===== src/rtl/psram_arbiter.sv =====
// Two-channel PSRAM command arbiter: HDMI reader (ch0, priority) and CPU bridge (ch1),
// with minimum command spacing and bounded ch0 streak while ch1 waits.
module psram_arbiter #(
    parameter int unsigned TCMD_cyc       = 18,
    parameter int unsigned BURST_BEATS    = 16,
    parameter int unsigned CH0_MAX_STREAK = 4
) (
    input  logic        psramclk,
    input  logic        rst,
    input  logic        ch0_cmd_en,
    input  logic [20:0] ch0_addr,
    output logic        ch0_cmd_ready,
    output logic        ch0_rvalid,
    input  logic        ch1_cmd_en,
    input  logic        ch1_cmd,
    input  logic [20:0] ch1_addr,
    input  logic [31:0] ch1_wdata,
    output logic        ch1_cmd_ready,
    output logic        ch1_wnext,
    output logic        ch1_rvalid,
    output logic [31:0] psram_rdata_o,
    output logic        psram_cmd,
    output logic        psram_cmd_en,
    output logic [20:0] psram_addr,
    output logic [31:0] psram_wdata,
    input  logic [31:0] psram_rdata,
    input  logic        psram_rvalid,
    input  logic        psram_cmd_ready,
    output logic        arb_err
);

    localparam int unsigned SpW   = (TCMD_cyc > 1) ? $clog2(TCMD_cyc) : 1;
    localparam int unsigned BeatW = $clog2(BURST_BEATS + 1);
    localparam int unsigned StrW  = $clog2(CH0_MAX_STREAK + 1);

    typedef enum logic [2:0] {StIdle, StIssue, StRdata, StWdata, StGap} state_e;

    state_e           state_q, state_d;
    logic             grant_q, cmd_q;
    logic [20:0]      addr_q;
    logic [SpW-1:0]   spacing_q, spacing_d;
    logic [BeatW-1:0] beat_q;
    logic [StrW-1:0]  streak_q;
    logic             sel, can_accept, acc0, acc1, accept, last_beat;

    assign sel        = ch1_cmd_en & (~ch0_cmd_en | (streak_q == StrW'(CH0_MAX_STREAK)));
    assign can_accept = (state_q == StIdle) & psram_cmd_ready & ~rst;
    assign acc0       = ch0_cmd_en & can_accept & ~sel;
    assign acc1       = ch1_cmd_en & can_accept & sel;
    assign accept     = acc0 | acc1;
    assign last_beat  = (beat_q == BeatW'(BURST_BEATS - 1));

    assign psram_rdata_o = psram_rdata;

    // Spacing is counted from the accept edge so the next accept lands exactly TCMD_cyc later.
    always_comb begin
        spacing_d = '0;
        if (accept) begin
            spacing_d = SpW'(TCMD_cyc - 1);
        end else if (spacing_q != '0) begin
            spacing_d = spacing_q - 1'b1;
        end
    end

    always_ff @(posedge psramclk) begin
        if (rst) begin
            state_q <= StIdle;
        end else begin
            state_q <= state_d;
        end
    end

    always_comb begin
        state_d = state_q;
        unique case (state_q)
            StIdle:  if (accept) state_d = StIssue;
            StIssue: begin
                if (cmd_q) begin
                    state_d = (BURST_BEATS == 1) ? StGap : StWdata;
                end else begin
                    state_d = StRdata;
                end
            end
            StRdata: if (psram_rvalid && last_beat) state_d = StGap;
            StWdata: if (last_beat) state_d = StGap;
            StGap:   if (spacing_d == '0) state_d = StIdle;
            default: state_d = StIdle;
        endcase
    end

    always_ff @(posedge psramclk) begin
        if (rst) begin
            grant_q   <= 1'b0;
            cmd_q     <= 1'b0;
            addr_q    <= '0;
            spacing_q <= '0;
            beat_q    <= '0;
            streak_q  <= '0;
            arb_err   <= 1'b0;
        end else begin
            spacing_q <= spacing_d;
            if (accept) begin
                grant_q <= acc1;
                cmd_q   <= acc1 & ch1_cmd;
                addr_q  <= acc1 ? ch1_addr : ch0_addr;
            end
            if (~ch1_cmd_en | acc1) begin
                streak_q <= '0;
            end else if (acc0 && streak_q != StrW'(CH0_MAX_STREAK)) begin
                streak_q <= streak_q + 1'b1;
            end
            // Write beat 0 goes out with the command, so the write count starts at 1.
            case (state_q)
                StIssue: beat_q <= cmd_q ? BeatW'(1) : '0;
                StRdata: if (psram_rvalid) beat_q <= beat_q + 1'b1;
                StWdata: beat_q <= beat_q + 1'b1;
                default: beat_q <= '0;
            endcase
            if (psram_rvalid && state_q != StRdata) begin
                arb_err <= 1'b1;
            end
        end
    end

    always_comb begin
        ch0_cmd_ready = can_accept & ~sel;
        ch1_cmd_ready = can_accept & sel;
        psram_cmd_en  = 1'b0;
        psram_cmd     = 1'b0;
        psram_addr    = '0;
        ch1_wnext     = 1'b0;
        ch0_rvalid    = 1'b0;
        ch1_rvalid    = 1'b0;
        if (!rst) begin
            unique case (state_q)
                StIssue: begin
                    psram_cmd_en = 1'b1;
                    psram_cmd    = cmd_q;
                    psram_addr   = addr_q;
                    ch1_wnext    = cmd_q;
                end
                StRdata: begin
                    ch0_rvalid = psram_rvalid & ~grant_q;
                    ch1_rvalid = psram_rvalid & grant_q;
                end
                StWdata: ch1_wnext = 1'b1;
                default: ;
            endcase
        end
        psram_wdata = ch1_wnext ? ch1_wdata : '0;
    end

endmodule


===== config.mk =====
export PLATFORM = sky130hd
export DESIGN_NAME = psram_arbiter
export DESIGN_NICKNAME = d
export VERILOG_FILES = /design/src/rtl/psram_arbiter.sv
export SDC_FILE = /design/constraint.sdc
export NUM_CORES = 1
export LEC_CHECK = 0
export CAP_MARGIN = 25
export CORE_MARGIN = 8
export CORE_UTILIZATION = 34
export CTS_CLUSTER_SIZE = 25
export DETAILED_ROUTE_END_ITERATION = 10
export MAX_ROUTING_LAYER = met4
export PLACE_DENSITY = 0.83
export SYNTH_ARGS = -nofsm -noshare
export SYNTH_HDL_FRONTEND = slang
export SYNTH_SLANG_ARGS = --single-unit
export TNS_END_PERCENT = 10

===== constraint.sdc =====
create_clock -name psramclk -period 2.1 [get_ports psramclk]
set_input_delay 0.42 -clock psramclk [delete_from_list [all_inputs] [get_ports psramclk]]
set_output_delay 0.42 -clock psramclk [all_outputs]
set_load 0.05 [all_outputs]

# Word-level counts from Yosys, hierarchy flattened

Index checks and enable logic that the tools add are counted.
Widths: inputs -> output; s select.

Register bits after elaboration: 40

Eq/ne operators: 13
Add/sub/neg operators: 3
Reduce and logical (&&, ||, !) cells: 8
Bitwise operators: 20
Muxes and demuxes: 25

Operators by type and width:

| operator            | number |
|---|---|
| $mux 21             | 3 |
| $mux 32             | 1 |
| $mux 5              | 3 |
| $pmux 3 s5          | 1 |
| $pmux 5 s3          | 1 |
| $and 1x1->1         | 12 |
| $mux 3              | 4 |
| $mux 1              | 11 |
| $ne 2x2->1 const B  | 5 |
| $eq 3x2->1 const B  | 2 |
| $eq 3x3->1 const B  | 2 |
| $add 5x1->5 const B | 1 |
| $eq 5x4->1 const B  | 1 |
| $logic_not 5->1     | 1 |
| $not 1->1           | 5 |
| $reduce_bool 5->1   | 1 |
| $sub 5x1->5 const B | 1 |
| $reduce_and 4->1    | 1 |
| $add 3x1->3 const B | 1 |
| $eq 3x1->1 const B  | 1 |
| $logic_and 1x1->1   | 3 |
| $logic_not 3->1     | 1 |
| $ne 3x2->1 const B  | 1 |
| $ne 3x3->1 const B  | 1 |
| 3 further kinds     | 5 |

# Logic depth before layout (Yosys ltp)

Depth after elaboration: 10
Gate-level depth with buffers: 8
Mapped depth without buffers: 6

# Least setup slack after synthesis

No wires, ideal clock.

Path type: register to output
From: register streak_q[0]
To: output port ch0_cmd_ready
Setup slack: -0.200 ns
Cell stages (with the launch flop): 8
Buffers on the path: 2
Required time: 1.680 ns
Arrival: 1.880 ns
Path through: dfxtp_1 inv_1 ha_1 a21bo_2 and2_1 buf_6 buf_6 nor2_1

Longest elaborated chain between the ends: 5

RTL lines:

| what                   | line | source |
|---|---|---|
| from (decl)            | 43   | `logic [StrW-1:0] streak_q;` |
| from (signal assigned) | 110  | `streak_q <= streak_q + 1'b1;` |
| $eq 3x3->1             | 46   | `assign sel = ch1_cmd_en & (~ch0_cmd_en \| (streak_q == StrW'(CH0_MAX_STREAK)));` |
| $or 1x1->1             | 46   |  |
| $and 1x1->1            | 46   |  |
| $not 1->1              | 126  | `ch0_cmd_ready = can_accept & ~sel;` |
| $and 1x1->1            | 126  |  |
| to (decl)              | 12   | `output logic ch0_cmd_ready,` |

No other way between the ends.

# Worst setup path in the final report

From: input port rst
To: output port ch1_rvalid

Longest elaborated chain between the ends: 1

RTL lines:

| what        | line | source |
|---|---|---|
| from (decl) | 9    | `input logic rst,` |
| $mux 1      | 134  | `if (!rst) begin` |
| to (decl)   | 20   | `output logic ch1_rvalid,` |

No other way between the ends.

==> flow_summary_export.csv <==
group,metric,value,unit
setup_path,most_frequent_cell_on_the_critical_path,"sky130_fd_sc_hd__buf_4",
floorplan,dieArea,10700,um2
logic_synthesis,synth_flop_cell,"sky130_fd_sc_hd__dfxtp_1",
logic_synthesis,synth.avg_cell_area,8.69,um2
setup_path,worst-path-buf-inv,5,
cts,clockBufferDepth,2,
setup_path,flop2flop_setup_slack,0.37,ns
setup_path,timing.critical_path.depth,7,
power,cellPowerDensity,400,nW/um2
run,number_of_violations_of_the_max_capacitance_limit,0,
setup_path,worst_setup_path_start_kind,"primary input",
routing,antenna_left,0,
logic_synthesis,postSynth.asyncResetShare,0,%
cts,cts.reportedPaths.clkPinSlew,0.08,ns
placement,postPlaceCellArea,4510,um2
sta,worst_clk_skew,0.00828,ns
logic_synthesis,synth.cell_area,2590,um2
logic_synthesis,seq_total_area_yosys,30.9,%
finish,stdcell_count,521,
power,power_total,0.00195,W
floorplan,initial_utilization,34.2,%
routing,drt_iter0_markers,88,
sta,timing.final.hold_violations,0,
grt,grt_max_degree,33,
routing,via_per_inst,4.89,
setup_path,worstPathMaxFanout,5,
setup_path,worst_path_max_delay_cell,"sky130_fd_sc_hd__and4b_1",
cts,cts_root_buffer,"sky130_fd_sc_hd__clkbuf_8",
setup_path,crit_start,"rst",
setup_path,critical_path_endpoint_category,"output port",
finish,final_design_area_no_fill,4870,um2
logic_synthesis,ys_types,45,
placement,placed_cells_incl_taps,506,
setup_path,critical_path_arrival,1.67,ns
setup_path,path_delay_family,"buffers and inverters",
floorplan,core_region_area,7570,um2
placement,globalplace.congestion,0.825,
setup_path,ff2ff_path_depth,7,
cts,worstSkewPairLatency,0.29,ns
routing,drc,0,
grt,global_route.overflow_total,0,
grt,grt_first_pass_wirelength,13800,um
cts,clkSinkCount,40,
logic_synthesis,post_synth_inst_count,298,
routing,via_count,2549,
floorplan,die_x,103,um
sta,relSlewSlack,66.2,%
sta,max_freq,479,MHz
sta,final.min_clock_period,2.09,ns
power,ir_worst_vdd,0.420,mV
setup_path,r2r_end,"addr_q[9]",
cts,cts_tree,"built",
sta,report.final.setup_viol,0,
finish,post_route_cells_drive_above_1_share,38.2,%
finish,count_of_fill_cells_added_during_filler_insertion,579,
finish,areaGrowthSynthToFinish,87.9,%
grt,antenna_violations_before_repair,0,
sta,worst_slew_pin_slew,0.505,ns
placement,hpwl,7360,um
cts,number_of_levels_in_the_clock_h_tree,2,
finish,fin_nets,537,
sta,maxSlewViolCount,0,
setup_path,critical_path_class,"in2out",
sta,rsz0062_at_grt,"yes",
hold_path,worstHoldPathType,"reg2reg",
logic_synthesis,number_of_flops_mapped_to_enable_cells_by_yosys,0,
setup_path,crit_path_cell_trace,"dlygate4sd2_1, buf_6, buf_4, buf_4, nor2_1, and4b_1, buf_12",
sta,final_min_period_over_clock_period,99.5,%
floorplan,io_pins,206,
logic_synthesis,syn_nets,416,
floorplan,fp.dieH,103,um
logic_synthesis,ys_seq_elements,40,
setup_path,max_stage_delay,0.30,ns
routing,wire_per_inst,18.0,um
grt,global_route.usage.total,17.3,%
cts,tritoncts.num_buffers,5,
grt,first_global_vias,2652,
setup_path,reg2reg_from,"streak_q[0]",
finish,antennaDiodeCount,0,
routing,routed_wirelength,9390,um
placement,place.port_buffers,141,
power,power.leakage,1.92,nW
logic_synthesis,ys_warn_count,0,
setup_path,timing.critical_path.required,1.68,ns
floorplan,rows,32,
run_status,run_status,"complete, no violations",
setup_path,cp-endpoint,"ch1_rvalid",
routing,firstDrtPassIters,4,
-- power by group --
part           internal [W]  switching (W)
Clock              0.000226       0.000248
Combinational      0.000333       0.000256
Sequential         0.000830      0.0000558
Total               0.00139       0.000560
-- synthesized netlist by cell type (all sizes together) (2+ instances only) --
master	count	area, um2
and2	56	350
buf	44	347
dfxtp	40	801
o21ai	27	135
nand3b	23	173
mux2i	22	220
nor2	14	52.6
a21oi	8	43.8
clkbuf	7	30.0
nor3	7	57.6
inv	6	22.5
nand2	6	22.5
ha	5	62.6
nand2b	5	36.3
a211oi	2	15.0
nand3	2	10.0
nor2b	2	12.5
nor4	2	27.5
nor4b	2	32.5
or2	2	12.5
xor2	2	17.5
-- how the worst min path moves through the flow --
stage	end	depth (start not counted)	from	slack, ns
final	arb_err	2	arb_err	0.46
after global routing	addr_q[7]	2	addr_q[7]	0.50
after floorplan	streak_q[1]	2	streak_q[1]	0.45
after CTS	arb_err	2	arb_err	0.45
after global placement	arb_err	2	arb_err	0.44
after detailed placement	arb_err	2	arb_err	0.45
-- registers in the layout, indices dropped and copies added (netlist names) --
name       count
grant_q        1
spacing_q      5
cmd_q          1
arb_err        1
state_q        3
streak_q       3
addr_q        21
beat_q         5
-- repair_timing --
action | 4_1_cts | 5_1_grt
pin swaps | 5 | 9
buffers inserted | 5 | 1
endpoints found under the setup margin | 58 | 41
resized for setup | 43 | 26
hold buffers | 0 | 0
cloned | 2 | 0
-- layer usage --
metal,GRT usage (%),vias up,part of all wire [%]
met2,32.4,113,54
met1,17.1,1199,36
met3,4.69,26,8.3
met5,-,-,0
li1,-,1211,-
met4,4.78,0,1.9
-- stage by stage --
| step | TNS [ns] | utilization, % | worst slack (ns) | hold WS (ns) |
|---|---|---|---|---|
| after floorplan | 0 | - | 0.0270 | 0.449 |
| after global placement | -1.72 | 59.6 | -0.0730 | 0.438 |
| after detailed placement | -3.37 | 59.6 | -0.0899 | 0.445 |
| after CTS | 0 | 63.3 | 0.00186 | 0.452 |
| after global routing | -0.684 | 64.3 | -0.0475 | 0.500 |
| final | 0 | 64.3 | 0.0111 | 0.463 |
-- area by class of cell --
type	instances	area, um2	area share, %
multi-input cells	201	1540	31.7
clock inverters	1	5.00	0.103
clock buffers	6	72.6	1.49
well taps	102	128	2.62
flip-flops and latches	40	808	16.6
repair buffers	165	2290	47.0
inverters	6	22.5	0.463
-- cell families (layout without fill, tap and decap cells) --
group                    count (synthesis)  in the layout  share of synthesized area, %
flip-flops                              40             40                          30.9
XOR/XNOR                                 2              2                         0.676
adder cells (fa/ha/maj)                  5              5                          2.42
AND/OR/NAND/NOR                        127            127                          32.1
buffers and inverters                   57            178                          15.4
multiplexers                            22             22                          8.50
AO/OA/AOI/OAI                           45             45                          9.95
-- worst reg2reg max path, cell delays in order, from the launching register on --
cell and delay (ns):
sky130_fd_sc_hd__dfxtp_2 0.33, sky130_fd_sc_hd__inv_1 0.08, sky130_fd_sc_hd__ha_2 0.19, sky130_fd_sc_hd__a21bo_4 0.14, sky130_fd_sc_hd__and2_1 0.17, sky130_fd_sc_hd__buf_4 0.36, sky130_fd_sc_hd__mux2i_1 0.25, sky130_fd_sc_hd__o21ai_0 0.10
-- cell usage in the layout, fill, tap and decap left out, drive strengths merged, types with 2 or more instances in the layout --
master          n
a21oi           8
or2             2
nor2b           2
dfxtp          40
nand3b         23
ha              5
mux2i          22
clkdlybuf4s50  79
nand2           6
nand3           2
nor3            7
xor2            2
a211oi          2
clkbuf          6
and2           56
inv             6
nor2           14
nor4b           2
o21ai          27
nor4            2
nand2b          5
buf            83
(Power assumes the default switching activity.)
